==> config.mk <==
export PLATFORM = sky130hd
export DESIGN_NAME = d_ff_pipe_flat
export DESIGN_NICKNAME = d
export VERILOG_FILES = /design/src/rtl/d_ff_pkg.sv /design/src/rtl/d_ff_pipe_if.sv /design/src/rtl/d_ff_stage.sv /design/src/rtl/d_ff_pipe.sv /design/src/flat_wrapper.sv
export SDC_FILE = /design/constraint.sdc
export NUM_CORES = 1
export LEC_CHECK = 0
export CORE_ASPECT_RATIO = 0.8
export CORE_MARGIN = 2
export CORE_UTILIZATION = 50
export CTS_CLUSTER_DIAMETER = 40
export DETAILED_ROUTE_END_ITERATION = 10
export GPL_ROUTABILITY_DRIVEN = 0
export MAX_ROUTING_LAYER = met4
export PLACE_DENSITY_LB_ADDON = 0.15
export SYNTH_ARGS = -nofsm -noshare
export SYNTH_HDL_FRONTEND = slang
export SYNTH_SLANG_ARGS = --single-unit
==> constraint.sdc <==
create_clock -name clk -period 2 [get_ports clk]
set_clock_uncertainty 0.05 [all_clocks]
set_input_delay 0.4 -clock clk [delete_from_list [all_inputs] [get_ports clk]]
set_output_delay 0.4 -clock clk [all_outputs]
set_load 0.02 [all_outputs]
==> src/rtl/d_ff_pkg.sv <==
// Shared constants and width helpers for the d_ff_pipe delay line.
package d_ff_pkg;

    localparam int unsigned DefaultWidth = 8;
    localparam int unsigned DefaultDepth = 4;

    // Tap select is kept at least one bit wide so a single-stage pipe still has a legal port.
    function automatic int unsigned tap_w(input int unsigned depth);
        return (depth > 1) ? $clog2(depth) : 1;
    endfunction

    function automatic int unsigned cnt_w(input int unsigned depth);
        return $clog2(depth + 1);
    endfunction

endpackage

==> src/rtl/d_ff_pipe_if.sv <==
// Bus bundle for d_ff_pipe; the clr signal exists only with D_FF_PIPE_CLR_EN defined.
interface d_ff_pipe_if
    import d_ff_pkg::*;
#(
    parameter int unsigned WIDTH = DefaultWidth,
    parameter int unsigned DEPTH = DefaultDepth
) ();

    localparam int unsigned TapW = tap_w(DEPTH);
    localparam int unsigned CntW = cnt_w(DEPTH);

    logic             en;
    logic [WIDTH-1:0] d;
    logic             d_valid;
    logic [WIDTH-1:0] q;
    logic             q_valid;
    logic [TapW-1:0]  tap_sel;
    logic [WIDTH-1:0] tap_q;
    logic             tap_valid;
    logic [CntW-1:0]  count;
`ifdef D_FF_PIPE_CLR_EN
    logic             clr;

    modport master (
        output en, d, d_valid, tap_sel, clr,
        input  q, q_valid, tap_q, tap_valid, count
    );
    modport slave (
        input  en, d, d_valid, tap_sel, clr,
        output q, q_valid, tap_q, tap_valid, count
    );
`else
    modport master (
        output en, d, d_valid, tap_sel,
        input  q, q_valid, tap_q, tap_valid, count
    );
    modport slave (
        input  en, d, d_valid, tap_sel,
        output q, q_valid, tap_q, tap_valid, count
    );
`endif

endinterface

==> src/rtl/d_ff_stage.sv <==
// One {data, valid} register of the pipe: async reset, synchronous clear over enable.
module d_ff_stage #(
    parameter int unsigned      WIDTH   = 8,
    parameter logic [WIDTH-1:0] RST_VAL = '0
) (
    input  logic           clk,
    input  logic           rst_n,
    input  logic           en_i,
    input  logic           clr_i,
    input  logic [WIDTH:0] d_i,
    output logic [WIDTH:0] q_o
);

    logic [WIDTH:0] stage_d, stage_q;

    always_comb begin
        stage_d = stage_q;
        if (clr_i) begin
            stage_d = {RST_VAL, 1'b0};
        end else if (en_i) begin
            stage_d = d_i;
        end
    end

    always_ff @(posedge clk or negedge rst_n) begin
        if (!rst_n) begin
            stage_q <= {RST_VAL, 1'b0};
        end else begin
            stage_q <= stage_d;
        end
    end

    assign q_o = stage_q;

endmodule

==> src/rtl/d_ff_pipe.sv <==
// DEPTH-stage data/valid delay line with occupancy count and selectable tap.
// Optional synchronous clear enabled by defining D_FF_PIPE_CLR_EN.
module d_ff_pipe
    import d_ff_pkg::*;
#(
    parameter int unsigned      WIDTH   = DefaultWidth,
    parameter int unsigned      DEPTH   = DefaultDepth,
    parameter logic [WIDTH-1:0] RST_VAL = '0
) (
    input  logic        clk,
    input  logic        rst_n,
    d_ff_pipe_if.slave  bus
);

    localparam int unsigned TapW = tap_w(DEPTH);
    localparam int unsigned CntW = cnt_w(DEPTH);

    typedef struct packed {
        logic [WIDTH-1:0] data;
        logic             valid;
    } stage_t;

    stage_t            stage_in [DEPTH];
    stage_t            s_q      [DEPTH];
    stage_t            tap;
    logic              clr;
    logic [CntW-1:0]   count_d, count_q;

`ifdef D_FF_PIPE_CLR_EN
    assign clr = bus.clr;
`else
    assign clr = 1'b0;
`endif

    for (genvar i = 0; i < DEPTH; i++) begin : g_stage
        if (i == 0) begin : g_head
            assign stage_in[i] = '{data: bus.d, valid: bus.d_valid};
        end else begin : g_body
            assign stage_in[i] = s_q[i-1];
        end

        d_ff_stage #(
            .WIDTH   (WIDTH),
            .RST_VAL (RST_VAL)
        ) u_stage (
            .clk   (clk),
            .rst_n (rst_n),
            .en_i  (bus.en),
            .clr_i (clr),
            .d_i   (stage_in[i]),
            .q_o   (s_q[i])
        );
    end

    // Entry and exit on the same edge cancel, so the count stays within 0..DEPTH.
    always_comb begin
        count_d = count_q;
        if (clr) begin
            count_d = '0;
        end else if (bus.en) begin
            count_d = count_q + CntW'(bus.d_valid) - CntW'(s_q[DEPTH-1].valid);
        end
    end

    always_ff @(posedge clk or negedge rst_n) begin
        if (!rst_n) begin
            count_q <= '0;
        end else begin
            count_q <= count_d;
        end
    end

    // Out-of-range selects fall through to the last stage.
    always_comb begin
        tap = s_q[DEPTH-1];
        for (int unsigned i = 0; i < DEPTH; i++) begin
            if (bus.tap_sel == TapW'(i)) begin
                tap = s_q[i];
            end
        end
    end

    assign bus.q         = s_q[DEPTH-1].data;
    assign bus.q_valid   = s_q[DEPTH-1].valid;
    assign bus.tap_q     = tap.data;
    assign bus.tap_valid = tap.valid;
    assign bus.count     = count_q;

endmodule

==> src/flat_wrapper.sv <==
// flat-port wrapper written by rule: the top's interface ports become plain ports
module d_ff_pipe_flat import d_ff_pkg::*;
#(
    parameter int unsigned      WIDTH   = DefaultWidth,
    parameter int unsigned      DEPTH   = DefaultDepth,
    parameter logic [WIDTH-1:0] RST_VAL = '0
)
  (clk, rst_n, bus_en, bus_d, bus_d_valid, bus_tap_sel, bus_q, bus_q_valid, bus_tap_q, bus_tap_valid, bus_count);
  d_ff_pipe_if #(.WIDTH(WIDTH), .DEPTH(DEPTH)) bus_i ();
  input  logic clk;
  input  logic rst_n;
  input wire logic [$bits(bus_i.en)-1:0] bus_en;
  input wire logic [$bits(bus_i.d)-1:0] bus_d;
  input wire logic [$bits(bus_i.d_valid)-1:0] bus_d_valid;
  input wire logic [$bits(bus_i.tap_sel)-1:0] bus_tap_sel;
  output wire logic [$bits(bus_i.q)-1:0] bus_q;
  output wire logic [$bits(bus_i.q_valid)-1:0] bus_q_valid;
  output wire logic [$bits(bus_i.tap_q)-1:0] bus_tap_q;
  output wire logic [$bits(bus_i.tap_valid)-1:0] bus_tap_valid;
  output wire logic [$bits(bus_i.count)-1:0] bus_count;
  assign bus_i.en = bus_en;
  assign bus_i.d = bus_d;
  assign bus_i.d_valid = bus_d_valid;
  assign bus_i.tap_sel = bus_tap_sel;
  assign bus_q = bus_i.q;
  assign bus_q_valid = bus_i.q_valid;
  assign bus_tap_q = bus_i.tap_q;
  assign bus_tap_valid = bus_i.tap_valid;
  assign bus_count = bus_i.count;
  d_ff_pipe #(.WIDTH(WIDTH), .DEPTH(DEPTH), .RST_VAL(RST_VAL)) u_core (.clk(clk), .rst_n(rst_n), .bus(bus_i));
endmodule
# ---- Yosys cells after proc, flatten, opt, wreduce, memory -nomap -nowiden
# Cells that the tools add are included.
# W data, S select, Z words.
dict set report totals {
  regBits 39
  in_bits 14
  output_inout_bits 21
  elab_cells 15
}
dict set report classes {
  add_sub_neg 2
  eq_ne 3
  mux 4
  n_reduce_logical 1
}
# op n
set op_table {}
lappend op_table {{$mux W9} 4}
lappend op_table {{$eq A2 B2 Y1 const B} 2}
lappend op_table {{$add A3 B1 Y3} 1}
lappend op_table {{$sub A3 B1 Y3} 1}
lappend op_table {{$eq A2 B1 Y1 const B} 1}
lappend op_table {{$logic_not A2 Y1} 1}

# ---- Logic depth before layout (Yosys ltp)
# Gate-level depths: netlist of run 1.
dict set report logic_depth {
  ltp_word 5
  mapped_depth 9
  depth_no_buf 9
}

# ---- Hierarchy
# Synthesis of run 1 repeated with hierarchy kept, for this count alone.
dict set report unflattened {
  hier_cells 144
  hier_area_um2 1854.3
}
# mod n_inst cells_each area_per_inst_um2 seq_area_each_um2
set by_module_without_submodules {}
lappend by_module_without_submodules {d_ff_stage 4 29 364.1 225.2}
lappend by_module_without_submodules {d_ff_pipe 1 28 397.9 75.1}

# ---- Least setup slack after synthesis of run 1
# Ideal clock, no wire load.
dict set report synth_path {
  path_kind {register to register}
  startpoint {register u_core.count_q[0], in the netlist u_core.bus.count[0]}
  endpoint {register u_core.count_q[2], in the netlist u_core.bus.count[2]}
  setup_time_ns 0.128
  arrival_ns 1.693
  t_required_ns 1.822
  path_slack_ns 0.128
  path_stages_with_launch 10
  n_path_buf 0
  period_less_slack_ns 1.872
  path_cell_list {dfrtp_1 -> inv_1 -> ha_1 -> inv_1 -> ha_1 -> inv_1 -> fa_1 -> xor2_1 -> nand2_1 -> xnor2_1}
}
dict set report synth_via {
  elab_chain_cells 2
}
# item line
set synth_lines {}
lappend synth_lines {{from (decl)} d_ff_pipe.sv:27} ;# logic [CntW-1:0] count_d, count_q;
lappend synth_lines {{from (signal assigned)} d_ff_pipe.sv:69} ;# count_q <= count_d;
lappend synth_lines {{$add A3 B1 Y3} d_ff_pipe.sv:61} ;# count_d = count_q + CntW'(bus.d_valid) - CntW'(s_q[DEPTH-1].valid);
lappend synth_lines {{$sub A3 B1 Y3} d_ff_pipe.sv:61}
# No other way between the ends.
# A chain may end at the register's enable or synchronous reset.

# ---- Worst setup path after layout of run 1
dict set report layout_path {
  startpoint {input bus_tap_sel[1]}
  endpoint {output bus_tap_q[4]}
}
dict set report layout_via {
  elab_chain_cells 5
  word_cells_on_any_way 8
  classes_between {eq/ne: 3; mux: 4; reduce/logical: 1}
}
# item line
set layout_lines {}
lappend layout_lines {{from (decl)} flat_wrapper.sv:15} ;# input wire logic [$bits(bus_i.tap_sel)-1:0] bus_tap_sel;
lappend layout_lines {{$logic_not A2 Y1} d_ff_pipe.sv:77} ;# if (bus.tap_sel == TapW'(i)) begin
lappend layout_lines {{$mux W9 (3 in series)} d_ff_pipe.sv:77}
lappend layout_lines {{$mux W9 (*)} d_ff_pipe.sv:77}
lappend layout_lines {{to (decl)} flat_wrapper.sv:18} ;# output wire logic [$bits(bus_i.tap_q)-1:0] bus_tap_q;
# Mark *: on every way between the ends. The rest lies on a longest branch, timed or not.

==> results.py, run 1 <==
metrics = {
    "run_status": {
        "run_status": "completed",
    },
    "sta": {
        "rsz0062_at_grt": "no",
        "max_freq_mhz": 511,
        "max_slew.worst_pin.slew_ns": 0.468,
        "final_cycle_utilization_of_the_critical_path": 0.978,
        "relSlewSlack": 0.688,
        "hold_slack_ns": 0.00348,
        "slew_viol_final": 0,
        "timing.final.hold_violations": 0,
        "final_period_minus_worst_setup_slack_ns": 1.96,
        "setup_violations": 0,
        "final_critical_path_setup_slack_ns": 0.0448,
    },
    "logic_synthesis": {
        "post_synth_inst_count": 104,
        "synth.lib_cells_used.distinct": 16,
        "synth_top_area_cell": "dfrtp_1",
        "synth-warning-count": 0,
        "ys_seq_elements": 39,
        "synth_area_per_cell_um2": 16.8,
        "synthDominantCellAreaShare": 0.559,
        "postSynthNetCount": 121,
        "synth_area_um2": 1750,
        "synthTopCellsByArea": "dfrtp_1 56%, mux2_2 21%, mux4_2 12%, buf_6 3.2%, mux2_1 1.9%",
        "synth_seq_area_share": 0.559,
    },
    "clock_network": {
        "cts_num_sinks": 39,
        "number_of_h_tree_branching_levels": 2,
        "cts-hold-fix-buffers": 0,
        "cts-buffers-inserted": 5,
        "clk_pin_slew_worst_paths_ns": 0.08,
        "cts.repair_timing.setup_buffer_count": 0,
        "ctsLongestPathBuffers": 2,
        "ctsResizeCount": 40,
        "cts_tree": "yes",
        "clockRootBuffer": "clkbuf_8",
        "latest_clock_arrival_within_the_worst_skew_pair_ns": 0.29,
    },
    "critical_path": {
        "critPathKind": "input port to primary output",
        "r2r-start": "u_core.g_stage[3].u_stage.q_o[0]$_DFFE_PN0P_",
        "critical_path.startpoint": "bus_tap_sel[1]",
        "launching_element_type_of_the_critical_path": "input port",
        "worst_r2r_endpoint": "u_core.bus.count[2]$_DFFE_PN0P_",
        "worstPathArrival_ns": 1.51,
        "ff2ff_setup_slack_ns": 0.20,
        "crit_path_end": "bus_tap_q[4]",
        "timing.critical_path.required_ns": 1.55,
        "critical_path.max_fanout": 4,
        "ff2ff_path_depth": 8,
        "timing.critical_path.to_type": "primary output",
    },
    "power": {
        "internal_power_w": 0.00176,
        "pwr-share-clk": 0.270,
        "power_density_nw_per_um2": 1120,
        "power.combinational.fraction": 0.301,
        "leakagePower_nw": 0.946,
        "power.ir.vdd_worst_v": 0.000624,
        "p_switching_w": 0.000722,
        "p_sw_frac": 0.291,
        "p_seq_frac": 0.429,
    },
    "placement": {
        "numPortBuffers": 34,
        "pre_cts_ws_ns": -0.580,
        "half_perimeter_wire_length_after_placement_um": 2050,
    },
    "cells_and_area": {
        "n_fill_cell": 260,
        "layout-area-overhead-vs-synth_pct": 26.8,
        "antenna-diode-count": 0,
        "final_design_utilization": 0.656,
        "final_nets": 161,
        "drive_above_1_share": 0.462,
    },
    "global_route": {
        "grt_overflow": 0,
        "initial_antenna_violation_count": 0,
        "track_usage": 0.172,
        "number_of_global_route_vias_before_repair": 1007,
        "pin_count_of_the_biggest_net_entering_global_routing": 42,
        "wire_length_of_the_first_global_routing_pass_um": 5020,
    },
    "floorplan": {
        "floorplan.initialDensity": 0.517,
        "design.core.area_um2": 3380,
        "rows": 19,
        "io-pin-count": 35,
        "dieHeight_um": 56.8,
        "chipWidth_um": 70.1,
        "fp.dieArea_um2": 3980,
    },
    "routing": {
        "ant_nets": 0,
        "dr.first_iter.drc_count": 26,
        "remaining_drc_errors": 0,
        "post_drt_via_cell_ratio": 5.29,
        "via_count": 989,
        "wl_per_cell_um": 15.2,
        "dr.pass1.iters": 2,
        "wirelength_um": 2850,
    },
    "job": {
        "max-cap-violations": 0,
    },
    "hold_path": {
        "min_path_type": "input port to async pin",
    },
}
-- sequential cells by signal, summed over array words and instances, names as in the netlist --
signal,cells
u_core.bus.count,3
u_core.g_stage.u_stage.q_o,36
-- worst min-delay path by stage --
stage               start                               to  slack [ns]  cells after the start
floorplan           rst_n  u_core.bus.count[0]$_DFFE_PN0P_        0.05                      0
global placement    rst_n  u_core.bus.count[2]$_DFFE_PN0P_        0.33                      1
detailed placement  rst_n  u_core.bus.count[2]$_DFFE_PN0P_        0.33                      1
CTS                 rst_n  u_core.bus.count[2]$_DFFE_PN0P_        0.01                      1
global route        rst_n  u_core.bus.count[2]$_DFFE_PN0P_        0.02                      1
finish              rst_n  u_core.bus.count[2]$_DFFE_PN0P_       0.003                      1
-- routing by layer --
metal,track usage,vias to the layer above,routed length (um)
met5,-,-,0
met2,0.250,19,1370
met3,0.0575,5,123
met1,0.218,509,1300
li1,-,456,-
met4,0.0824,0,55
-- cell usage after synthesis, drive strengths merged --
library cell and n:
a21oi 1, buf 6, clkbuf 1, dfrtp 39, fa 1, ha 2, inv 3, mux2 36
mux4 9, nand2 2, nor2 1, o21ai 1, xnor2 1, xor2 1
-- logic make-up (layout without fill, tap and decap cells) --
| kind of cell | after synthesis | in the layout | synth area share |
|---|---|---|---|
| buffers and inverters | 10 | 51 | 0.0444 |
| adders and majority gates | 3 | 3 | 0.0258 |
| muxes | 45 | 45 | 0.348 |
| xor gates and xnor gates | 2 | 2 | 0.0100 |
| DFF | 39 | 39 | 0.559 |
| and+or+nand+nor | 3 | 3 | 0.00645 |
| AOI/OAI and AO/OA | 2 | 2 | 0.00573 |
-- critical path, stage by stage --
cell             delay [ns]
clkdlybuf4s50_1        0.48
buf_4                  0.14
mux4_2                 0.31
buf_4                  0.17
-- cell type report --
type	count	area [um^2]	share of cell area
Timing Repair Buffer	40	364	0.164
Clock inverter	2	35.0	0.0158
Inverter	3	11.3	0.00509
Clock buffer	6	82.6	0.0373
Multi-Input combinational cell	55	692	0.313
Tap cell	42	52.6	0.0237
Sequential cell	39	976	0.441
-- metrics by stage --
stage               instances  area [um^2]  TNS (ns)  power, W
floorplan                 104         1750         0   0.00153
global placement          179         2130     -4.96   0.00184
detailed placement        179         2130     -5.02   0.00188
CTS                       187         2210         0   0.00252
global route              187         2210         0   0.00264
finish                    187         2210         0   0.00248
-- placed cells by master (no fill, tap or decap), drive strengths merged --
cell	netlist	final
a21oi	1	1
buf	6	17
bufinv	0	1
clkbuf	1	6
clkdlybuf4s50	0	22
clkinv	0	1
dfrtp	39	39
dlygate4sd2	0	1
fa	1	1
ha	2	2
inv	3	3
mux2	36	36
mux4	9	9
nand2	2	2
nor2	1	1
o21ai	1	1
xnor2	1	1
xor2	1	1
-- power by group through the flow --
stage | sequential (W) | clock (W) | combinational (W)
final | 0.00106 | 0.000671 | 0.000746
after global routing | 0.00109 | 0.000737 | 0.000815
after CTS | 0.00107 | 0.000689 | 0.000763
after detailed placement | 0.00108 | 0 | 0.000794
after global placement | 0.00107 | 0 | 0.000772
after floorplan | 0.00115 | 0 | 0.000384
Power figures use the tool's default switching activity.
==> run 2, diff against run 1 <==
Clock period 2 ns to 1.8 ns, I/O delays scaled along.
==> results.py, run 2 (synthesis results as in run 1) <==
metrics = {
    "critical_path": {
        "timing.critical_path.required_ns": 1.94,
        "worstPathArrival_ns": 1.91,
        "critical_path.max_fanout": 2,
        "launching_element_type_of_the_critical_path": "register",
        "critPathKind": "register to register",
        "timing.critical_path.to_type": "register",
    },
    "floorplan": {
        "design.core.area_um2": 3380,
        "chipWidth_um": 70.1,
        "dieHeight_um": 56.8,
        "io-pin-count": 35,
        "fp.dieArea_um2": 3980,
        "rows": 19,
        "floorplan.initialDensity": 0.517,
    },
    "sta": {
        "final_cycle_utilization_of_the_critical_path": 0.987,
        "final_critical_path_setup_slack_ns": 0.0228,
        "timing.final.hold_violations": 0,
        "relSlewSlack": 0.758,
        "finalSetupTns_ns": 0,
        "final_period_minus_worst_setup_slack_ns": 1.78,
        "slew_viol_final": 0,
        "setup_violations": 0,
        "rsz0062_at_grt": "yes",
        "max_slew.worst_pin.slew_ns": 0.364,
        "max_freq_mhz": 563,
    },
    "routing": {
        "wirelength_um": 3380,
        "wl_per_cell_um": 16.9,
        "dr.pass1.iters": 2,
        "remaining_drc_errors": 0,
        "dr.first_iter.drc_count": 43,
        "post_drt_via_cell_ratio": 5.24,
        "ant_nets": 0,
        "via_count": 1048,
    },
    "clock_network": {
        "clockRootBuffer": "clkbuf_8",
        "clk_pin_slew_worst_paths_ns": 0.08,
        "cts-buffers-inserted": 5,
        "latest_clock_arrival_within_the_worst_skew_pair_ns": 0.29,
        "cts_num_sinks": 39,
        "number_of_h_tree_branching_levels": 2,
        "ctsLongestPathBuffers": 2,
        "cts_tree": "yes",
    },
    "cells_and_area": {
        "n_fill_cell": 229,
        "antenna-diode-count": 0,
        "layout.cells.most_common_list": "37 x dfrtp_1, 33 x mux2_2, 15 x clkdlybuf4s50_1",
        "largest_register_ffs": 36,
        "seq_area_um2": 978,
        "final_design_utilization": 0.707,
        "finish.instance_area_um2": 2390,
        "layout-area-overhead-vs-synth_pct": 36.8,
        "drive_above_1_share": 0.544,
        "final_nets": 174,
        "multi_input_logic_area_um2": 719,
        "layout_commonest_cell": "dfrtp_1",
    },
    "global_route": {
        "wire_length_of_the_first_global_routing_pass_um": 5390,
        "track_usage": 0.193,
        "met2_track_usage_gr": 0.324,
        "met1_usage": 0.216,
        "pin_count_of_the_biggest_net_entering_global_routing": 42,
        "grt_overflow": 0,
        "grt_use_met3": 0.0754,
        "number_of_global_route_vias_before_repair": 1093,
        "highest_utilization_routing_layer_at_the_global_route_stage": "met2",
        "initial_antenna_violation_count": 0,
    },
    "power": {
        "p_seq_frac": 0.429,
        "power.ir.vdd_worst_v": 0.000674,
        "power.combinational.fraction": 0.369,
        "power_density_nw_per_um2": 1160,
        "p_sw_frac": 0.309,
        "final_total_pwr_w": 0.00277,
        "internal_power_w": 0.00191,
        "p_switching_w": 0.000857,
        "pwr-share-clk": 0.202,
        "leakagePower_nw": 1.07,
    },
    "job": {
        "max-cap-violations": 0,
    },
    "hold_path": {
        "min_path_type": "register to register",
    },
    "placement": {
        "post_dp_cell_area_um2": 2220,
        "numPortBuffers": 34,
        "pre_cts_ws_ns": -0.719,
        "half_perimeter_wire_length_after_placement_um": 2260,
    },
    "run_status": {
        "run_status": "completed",
    },
}
## run 2: cell count changes in the layout (fill, tap and decap cells not counted), sizes merged
cell	delta
clkdlybuf4s15	+1
clkdlybuf4s50	-7
dlymetal6s2s	+6
bufinv	-1
bufbuf	+1
buf	+12
clkbuf	+1
dlygate4sd3	+1
dlygate4sd2	-1
## run 2: power by group through the flow
stage / Clock [W] / Combinational [W] / Sequential, W
after global placement: 0 / 0.000948 / 0.00118
final: 0.000559 / 0.00102 / 0.00119
after global routing: 0.000623 / 0.00109 / 0.00121
after CTS: 0.000569 / 0.000984 / 0.00119
after floorplan: 0 / 0.000430 / 0.00128
after detailed placement: 0 / 0.000986 / 0.00120
## run 2: cell type report
cell class / instances / area share
clock buffers: 7 / 0.0320
clock inverters: 1 / 0.00210
inverters: 3 / 0.00472
multi-input cells: 55 / 0.301
flip-flops and latches: 39 / 0.410
well taps: 42 / 0.0220
repair buffers: 53 / 0.228
## run 2: routing by layer
metal	wire length (um)	up-vias
met5	0	-
met4	26	0
met3	138	4
met2	1800	21
met1	1420	534
li1	-	489
## run 2: final timing paths
path | startpoint | cells after the start | endpoint | slack [ns]
max | u_core.bus.count[0]$_DFFE_PN0P_ | 9 | u_core.bus.count[2]$_DFFE_PN0P_ | 0.02
min | u_core.bus.count[2]$_DFFE_PN0P_ | 1 | u_core.bus.count[2]$_DFFE_PN0P_ | 0.42
max reg2reg | u_core.bus.count[0]$_DFFE_PN0P_ | 9 | u_core.bus.count[2]$_DFFE_PN0P_ | 0.02
min reg2reg | u_core.bus.count[2]$_DFFE_PN0P_ | 1 | u_core.bus.count[2]$_DFFE_PN0P_ | 0.42
max in group asynchronous | rst_n | 3 | u_core.g_stage[0].u_stage.q_o[4]$_DFFE_PN0P_ | 0.60
min in group asynchronous | rst_n | 2 | u_core.bus.count[2]$_DFFE_PN0P_ | 0.46
## run 2: timing repair
action	4_1_cts	5_1_grt
gates cloned	2	0
resized for setup	50	12
buffers inserted	0	1
hold buffers	1	0
pin swaps	0	3
setup endpoints to repair	10	8
hold endpoints to repair	15	0
## run 2: critical path, cell delays in order (launching register included)
cell	delay (ns)
dfrtp_2	0.42
inv_2	0.08
ha_4	0.19
inv_2	0.06
ha_4	0.12
inv_2	0.03
fa_2	0.35
xor2_1	0.17
nand2_1	0.08
xnor2_1	0.13
## run 2: stage by stage
stage               cells  hold WS [ns]
detailed placement    188         0.242
CTS                   199         0.430
global route          200         0.467
finish                200         0.417
global placement      188         0.236
floorplan             104        0.0144
==> run 3, diff against run 2 <==
Settings changed: CTS_CLUSTER_DIAMETER 40 to 120.
==> results of run 3 <==
Final layout, timing and power as in run 2 (identical DEF).
